<file path="src/rtl/serial_word_deser.sv">
// Serial-to-parallel receive stage: framed words (start=1, WIDTH data MSB first,
// stop=0) land in a one-word valid/ready holding register with sticky error flags.
module serial_word_deser #(
  parameter  int WIDTH = 8,
  localparam int CNT_W = $clog2(WIDTH)
) (
  input  logic             clk,
  input  logic             reset_n,
  input  logic             bit_en,
  input  logic             sdi,
  output logic [WIDTH-1:0] m_data,
  output logic             m_valid,
  input  logic             m_ready,
  output logic             busy,
  output logic             frame_err,
  output logic             overrun,
  input  logic             clr_err
);

  typedef enum logic [1:0] {IDLE, DATA, STOP} state_t;

  state_t             state_q;
  logic [CNT_W-1:0]   cnt_q;
  logic [WIDTH-1:0]   shreg_q, shreg_d;
  logic [WIDTH-1:0]   m_data_q;
  logic               m_valid_q;
  logic               frame_err_q;
  logic               overrun_q;
  logic               take;

  assign shreg_d = {shreg_q[WIDTH-2:0], sdi};
  // holding register can accept a word if empty or being drained this edge
  assign take    = !m_valid_q || m_ready;

  always_ff @(posedge clk or negedge reset_n) begin
    if (!reset_n) begin
      state_q     <= IDLE;
      cnt_q       <= '0;
      shreg_q     <= '0;
      m_data_q    <= '0;
      m_valid_q   <= 1'b0;
      frame_err_q <= 1'b0;
      overrun_q   <= 1'b0;
    end else begin
      if (m_valid_q && m_ready) m_valid_q <= 1'b0;
      // flag sets below come later in the block, so a coincident set wins
      if (clr_err) begin
        frame_err_q <= 1'b0;
        overrun_q   <= 1'b0;
      end
      if (bit_en) begin
        case (state_q)
          IDLE: begin
            if (sdi) begin
              state_q <= DATA;
              cnt_q   <= '0;
            end
          end
          DATA: begin
            shreg_q <= shreg_d;
            cnt_q   <= cnt_q + CNT_W'(1);
            if (cnt_q == CNT_W'(WIDTH-1)) state_q <= STOP;
          end
          STOP: begin
            if (!sdi) begin
              if (take) begin
                m_data_q  <= shreg_q;
                m_valid_q <= 1'b1;
              end else begin
                overrun_q <= 1'b1;
              end
            end else begin
              frame_err_q <= 1'b1;
            end
            state_q <= IDLE;
          end
          default: state_q <= IDLE;
        endcase
      end
    end
  end

  assign m_data    = m_data_q;
  assign m_valid   = m_valid_q;
  assign frame_err = frame_err_q;
  assign overrun   = overrun_q;
  assign busy      = (state_q != IDLE);

endmodule
</file>
<file path="config.mk">
export PLATFORM = sky130hd
export DESIGN_NAME = serial_word_deser
export DESIGN_NICKNAME = d
export VERILOG_FILES = /design/src/rtl/serial_word_deser.sv
export SDC_FILE = /design/constraint.sdc
export NUM_CORES = 1
export LEC_CHECK = 0
export ABC_AREA = 1
export BUFFER_PORTS_ARGS = -buffer_cell sky130_fd_sc_hd__buf_4
export CAP_MARGIN = 30
export CELL_PAD_IN_SITES_DETAIL_PLACEMENT = 1
export CELL_PAD_IN_SITES_GLOBAL_PLACEMENT = 1
export CORE_UTILIZATION = 41
export CTS_CLUSTER_DIAMETER = 100
export DETAILED_ROUTE_END_ITERATION = 8
export HOLD_SLACK_MARGIN = 0.12
export MAX_ROUTING_LAYER = met4
export PLACE_DENSITY = 0.77
export SLEW_MARGIN = 10
export SYNTH_ARGS = -nofsm -noshare
export SYNTH_HDL_FRONTEND = slang
export SYNTH_SLANG_ARGS = --single-unit
</file>
<file path="constraint.sdc">
create_clock -name clk -period 1.35 [get_ports clk]
set_input_delay 0.0675 -clock clk [delete_from_list [all_inputs] [get_ports clk]]
set_output_delay 0.0675 -clock clk [all_outputs]
set_load 0.02 [all_outputs]
</file>
Word-level counts from Yosys, hierarchy flattened
Index checks and enable logic that the tools add are counted.
{"block": "word_totals", "ff_bits": 24, "in_bits": 6, "out_inout_bits": 12, "elab_cells": 43}
{"block": "classes", "addsub": 1, "n_eq_ne": 5, "mux": 19, "bitwise": 1, "n_reduce_logical": 10}
{"cell": "2-to-1 mux 1 bit", "n": 14}
{"cell": "case mux 3 bit (2 select lines)", "n": 1}
{"cell": "AND reduction 3 bit", "n": 2}
{"cell": "2-to-1 mux 2 bit", "n": 2}
{"cell": "!= test 2 bit, second input constant", "n": 2}
{"cell": "case mux 2 bit (2 select lines)", "n": 1}
{"cell": "AND reduction 4 bit", "n": 1}
{"cell": "nonzero test 2 bit", "n": 2}
{"cell": "adder 3 x 1 -> 3 bit, second input constant", "n": 1}
{"cell": "== test 3 bit, second input constant", "n": 1}
{"cell": "2-to-1 mux 3 bit", "n": 1}
{"cell": "== test 2 x 1 -> 1 bit, second input constant", "n": 1}
{"cell": "== test 2 bit, second input constant", "n": 1}
{"cell": "logical NOT 2 bit", "n": 1}
{"cell": "AND reduction 2 bit", "n": 1}
{"cell": "logical AND 1 bit", "n": 1}
{"cell": "logical NOT 1 bit", "n": 1}
{"cell": "logical OR 1 bit", "n": 1}
{"cell": "NOT 1 bit", "n": 1}

Longest topological paths before layout
Gate-level depths: netlist of the first run.
{"block": "logic_depth", "ltp_word": 6, "ltp_mapped": 7, "mapped_depth_nobuf": 7}

Worst setup path after synthesis of the first run
OpenSTA, ideal clock, no wires.
{"block": "synth_path", "path_type": "reg2reg", "startpoint": "register cnt_q[0]", "endpoint": "register state_q[0]", "setup_time_ns": 0.118, "arrival_time_ns": 0.985, "path_slack_ns": 0.247, "path_stages_with_launch": 7, "path_buffers": 0, "synth_period_minus_slack_ns": 1.103, "cell_sequence": "dfrtp_1 > ha_1 > ha_1 > inv_1 > nand3_1 > nand4_1 > nand2_1"}
{"block": "synth_between", "elab_chain_cells": 3}
{"item": "from (decl)", "line_no": "23", "rtl": "logic [CNT_W-1:0] cnt_q;"}
{"item": "from (signal assigned)", "line_no": "61", "rtl": "cnt_q <= cnt_q + CNT_W'(1);"}
{"item": "== test 3 bit", "line_no": "62", "rtl": "if (cnt_q == CNT_W'(WIDTH-1)) state_q <= STOP;"}
{"item": "!= test 2 bit (no line)"}
{"item": "AND reduction 3 bit (no line)"}
{"item": "to (signal assigned)", "line_no": "62"}
{"item": "to (signal assigned)", "line_no": "75", "rtl": "state_q <= IDLE;"}
{"item": "to (signal assigned)", "line_no": "77", "rtl": "default: state_q <= IDLE;"}
{"item": "to (decl)", "line_no": "22", "rtl": "state_t state_q;"}
No other way between the ends.
A chain may end at the register's enable or synchronous reset.

Worst setup path in the final report of the first run
{"block": "layout_path", "startpoint": "register state_q[0]", "endpoint": "output busy"}
{"block": "layout_between", "elab_chain_cells": 1}
{"item": "from (signal assigned)", "line_no": "37", "rtl": "state_q <= IDLE;"}
{"item": "from (signal assigned)", "line_no": "55", "rtl": "state_q <= DATA;"}
{"item": "from (signal assigned)", "line_no": "62"}
{"item": "nonzero test 2 bit", "line_no": "87", "rtl": "assign busy = (state_q != IDLE);"}
{"item": "to (decl)", "line_no": "14", "rtl": "output logic busy,"}
No other way between the ends.

==> metrics.cfg, run 1 <==
[place]
gp_congestion=0.793
io_buffer_count=17
post-dp-hpwl_um=1900

[drt]
drt_iter0_markers=16
vias=877
drt-total-wl_um=2500
wl_per_cell_um=14.5
vias_per_cell=5.10
drtPass1Iterations=5
ant_nets=0
drc_errors=0

[setup_path]
cp_slowest_stage_delay_ps=480
r2r_cells=7
critPathMaxFanout=5
r2r_start=cnt_q[0]$_DFFE_PN0P_
worstSetupPathType=reg -> out
crit_slowest_cell=dfrtp_2
startpoint=state_q[0]$_DFFE_PN0P_
endpoint_kind=output pin
crit_cells=3
cp.required_ps=1280
arrival_ps=1190
critPathLaunchType=register
path_delay_family=flip-flops
crit_chain=nor2_1 > inv_1 > buf_4
path_buf_inv=2

[cells_and_area]
antenna_cells=0
multi_input_area_um2=419
area_delta_synth_final_pct=21.7
most-common-layout-cells=55 x nand2_1, 23 x dfrtp_1, 21 x buf_4
final_common_cell=nand2_1
drive_gt1_frac=0.268
fin_nets=151
register_area_um2=602
nFillCells=294

[floorplanning]
start_util=0.436
die_h_um=53.6
core_area_um2=2500
io_pins=18
rows=18
fp.dieW_um=53.6
dieArea_um2=2870

[sta]
hold_viol=0
worst_pin_slew_ps=307
relSlewSlack=0.795
finalSetupViolCount=0
fmaxAchievable_ghz=0.794
drv_slew=0
final.period_utilization=0.933
hold_ws_ps=171
clock_skew_ps=6.58
min_period_ps=1260
setup_tns_ps=0

[clock_tree]
clk_latency_ps=310
clockBufferDepth=2
clock-sinks=24
cts.reportedPaths.clkPinSlew_ps=130
cts_root_buf=clkbuf_4
cts.htree.levels=1
cts_buffers=3
tritoncts=yes

[grt]
grt_first_pass_wirelength_um=4120
grt_pass1_vias=909
grt_max_degree=25
grt_util_all_layers=0.213
gr-total-overflow=0
antenna_found_initial=0

[yosys]
yosysWarnings=0
seq_area_frac_synth=0.551
syn_area_per_cell_um2=9.31
syn_area_um2=1090
synthArstFlopShare=1.00
synth_edf_count=0
synthFlopType=dfrtp_1
synth-seq-cells=24
syn_inst=117
ys_types=19
synth.net_count=125

[pwr]
vdd_ir_drop_max_mv=0.746
p_per_area_nw_per_um2=1430
power_leakage_uw=0.000735

[flow_run]
max-cap-violations=0

[outcome]
status=finished, final reports clean

[worst_hold_path]
hp-class=in -> async

==> worst paths after layout <==
| path | to | slack, ps |
|---|---|---|
| min in group clk | m_valid$_DFF_PN0_ | 190 |
| min reg2reg | m_data[5]$_DFFE_PN0P_ | 500 |
| max reg2reg | state_q[0]$_DFFE_PN0P_ | 120 |
| max in group asynchronous | state_q[0]$_DFFE_PN0P_ | 920 |
| min | m_valid$_DFF_PN0_ | 170 |
| max | busy | 90 |
==> cells by family (layout without fill, tap and decap cells) <==
| logic type | count (synthesis) | after routing | synth area share |
|---|---|---|---|
| fa+ha+maj | 2 | 2 | 0.0230 |
| simple gates | 75 | 75 | 0.330 |
| compound gates | 3 | 3 | 0.0276 |
| flops | 24 | 24 | 0.551 |
| buf+inv | 13 | 38 | 0.0689 |
==> cells in the mapped netlist, types with 2 or more instances <==
library cell  count  area share
nand2_1          55        0.19
dfrtp_1          24        0.55
nand4_1           9       0.052
inv_1             6       0.021
nand3_1           3       0.014
buf_6             2       0.021
ha_1              2       0.023
inv_2             2      0.0069
nand3_4           2       0.032
nor2_4            2       0.021
o21ai_2           2       0.016
==> state kept, by name, indices dropped and copies added (netlist names) <==
register   flops
m_data         8
shreg_q        8
cnt_q          3
state_q        2
frame_err      1
m_valid        1
overrun        1
==> worst register-to-register path, stage by stage, from the launching register on <==
cell	delay (ps)
dfrtp_1	410
ha_1	210
ha_1	180
inv_1	100
nand3_2	80
nand2_1	80
nand2_1	50
nand2_1	60
==> per-stage QoR <==
step	total power [µW]	area (µm²)	std cells	worst slack, ps	utilization
2_1_floorplan	1320	1090	117	247	-
3_3_place_gp	1430	1240	163	217	0.494
3_5_place_dp	1480	1240	163	127	0.494
4_1_cts	1870	1310	171	85.9	0.525
5_1_grt	2000	1330	172	-6.72	0.531
6_report	1890	1330	172	91.0	0.531
==> area by class of cell <==
| class | count | share of cell area |
|---|---|---|
| Inverter | 9 | 0.0255 |
| Multi-Input combinational cell | 80 | 0.316 |
| Sequential cell | 24 | 0.454 |
| Clock buffer | 4 | 0.0274 |
| Timing Repair Buffer | 25 | 0.149 |
| Tap cell | 30 | 0.0283 |
==> per-layer routing <==
layer / wire [µm] / GRT usage
met4: 48 / 0.118
met5: 0 / -
met3: 60 / 0.0311
met1: 1030 / 0.234
met2: 1370 / 0.367
==> report_power, final <==
group,total [µW],internal (µW),leakage [µW],switching (µW)
Clock,382,165,0.0000210,217
Combinational,472,198,0.000389,274
Sequential,1040,879,0.000325,159
Total,1890,1240,0.000735,650
==> repair_timing <==
item / 4_1_cts / 5_1_grt
hold buffers: 4 / 0
setup buffers: 0 / 1
hold endpoints to repair: 38 / 0
resized for setup: 0 / 2
endpoints found under the setup margin: 0 / 2
Power figures use the tool's default switching activity.
==> run 2, diff against run 1 <==
--- a/config.mk
+++ b/config.mk
@@ -8,7 +8,7 @@
 export ABC_AREA = 1
 export BUFFER_PORTS_ARGS = -buffer_cell sky130_fd_sc_hd__buf_4
 export CAP_MARGIN = 30
-export CELL_PAD_IN_SITES_DETAIL_PLACEMENT = 1
+export CELL_PAD_IN_SITES_DETAIL_PLACEMENT = 0
 export CELL_PAD_IN_SITES_GLOBAL_PLACEMENT = 1
 export CORE_UTILIZATION = 41
 export CTS_CLUSTER_DIAMETER = 100
==> metrics.cfg, run 2 (synthesis gave the netlist of run 1 again) <==
[outcome]
status=finished, final reports clean

[setup_path]
crit_slowest_cell=dfrtp_1
path_buf_inv=2
cp_slowest_stage_delay_ps=480
worstSetupPathType=reg -> out
endpoint_kind=output pin
cp.required_ps=1280
path_delay_family=flip-flops
critPathMaxFanout=5
critPathLaunchType=register
reg2reg_to=state_q[0]$_DFFE_PN0P_
r2r_cells=6
startpoint=state_q[0]$_DFFE_PN0P_
rrSetupSlack_ps=160
r2r_start=cnt_q[0]$_DFFE_PN0P_
arrival_ps=1160
crit_chain=nor2_1 > inv_1 > buf_4

[grt]
grt_first_pass_wirelength_um=3150
gr-total-overflow=0
grt_max_degree=25
grt_pass1_vias=716
antenna_found_initial=0
grt_util_all_layers=0.159

[pwr]
p_total_uw=1960
p_per_area_nw_per_um2=1470
power_leakage_uw=0.000736
vdd_ir_drop_max_mv=1.50

[sta]
finalSetupViolCount=0
worst_pin_slew_ps=302
final.period_utilization=0.906
min_period_ps=1220
drv_slew=0
rsz0062_at_grt=no
setup_tns_ps=0
relSlewSlack=0.799
clock_skew_ps=7.06
fmaxAchievable_ghz=0.817
hold_viol=0

[drt]
ant_nets=0
wl_per_cell_um=10.9
vias_per_cell=4.73
vias=809
top_layer=met3
drtPass1Iterations=4
wl_met2_um=872
drt-total-wl_um=1860
drt_iter0_markers=14
drc_errors=0
met3WireLength_um=61
wl_met1_um=924

[cells_and_area]
final_common_cell=nand2_1
fin_nets=150
drive_gt1_frac=0.248
antenna_cells=0
register_area_um2=601
area_delta_synth_final_pct=21.9
most-common-layout-cells=55 x nand2_1, 24 x dfrtp_1, 20 x buf_4
nFillCells=248
multi_input_area_um2=414

[floorplanning]
dieArea_um2=2870
start_util=0.436
core_area_um2=2500
fp.dieW_um=53.6
rows=18
die_h_um=53.6
io_pins=18

[clock_tree]
cts_root_buf=clkbuf_4
clockBufferDepth=2
clk_latency_ps=320
tritoncts=yes
cts_buffers=3
cts.reportedPaths.clkPinSlew_ps=140
cts.htree.levels=1
clock-sinks=24
post_cts_buffers=0
cts_resized=0

[worst_hold_path]
hp-class=in -> async

[place]
gp_congestion=0.793
post-dp-hpwl_um=1360
io_buffer_count=17

[flow_run]
max-cap-violations=0

run 2: report_power, final:
group | internal (µW) | switching [µW]
clock | 300 | 220
combinational | 176 | 246
sequential | 876 | 141
total | 1350 | 607
run 2: worst max-delay path by stage:
stage | to | slack [ps] | cells past startpoint
final | busy | 130 | 3
after detailed placement | state_q[0]$_DFFE_PN0P_ | 190 | 6
after global routing | busy | 40 | 3
after global placement | shreg_q[4]$_DFFE_PN0P_ | 220 | 6
after CTS | busy | 110 | 3
after floorplan | state_q[0]$_DFFE_PN0P_ | 250 | 6
run 2: through the flow:
| step | worst slack (ps) | utilization | hold WS, ps | instance area, µm² | std cells |
|---|---|---|---|---|---|
| 2_1_floorplan | 247 | - | -228 | 1090 | 117 |
| 3_3_place_gp | 217 | 0.494 | -17.8 | 1240 | 163 |
| 3_5_place_dp | 188 | 0.494 | -16.4 | 1240 | 163 |
| 4_1_cts | 109 | 0.532 | 156 | 1330 | 171 |
| 5_1_grt | 41.3 | 0.532 | 172 | 1330 | 171 |
| 6_report | 126 | 0.532 | 156 | 1330 | 171 |
run 2: cell type report:
cell class                 count  share of cell area
clock buffer                   3              0.0169
clock inverter                 1              0.0226
inverter                       9              0.0254
multi-input combinational     80               0.312
sequential                    24               0.452
tap                           30              0.0282
timing repair buffer          24               0.143
run 2: layer usage:
| layer | track usage | vias to the layer above |
|---|---|---|
| li1 | - | 423 |
| met1 | 0.205 | 373 |
| met2 | 0.242 | 13 |
| met3 | 0.0593 | 0 |
| met4 | 0.0263 | 0 |
| met5 | - | - |
run 2: what timing repair did:
item	CTS	global route
endpoints found under the setup margin	0	0
hold endpoints to repair	39	0
hold buffers	4	0
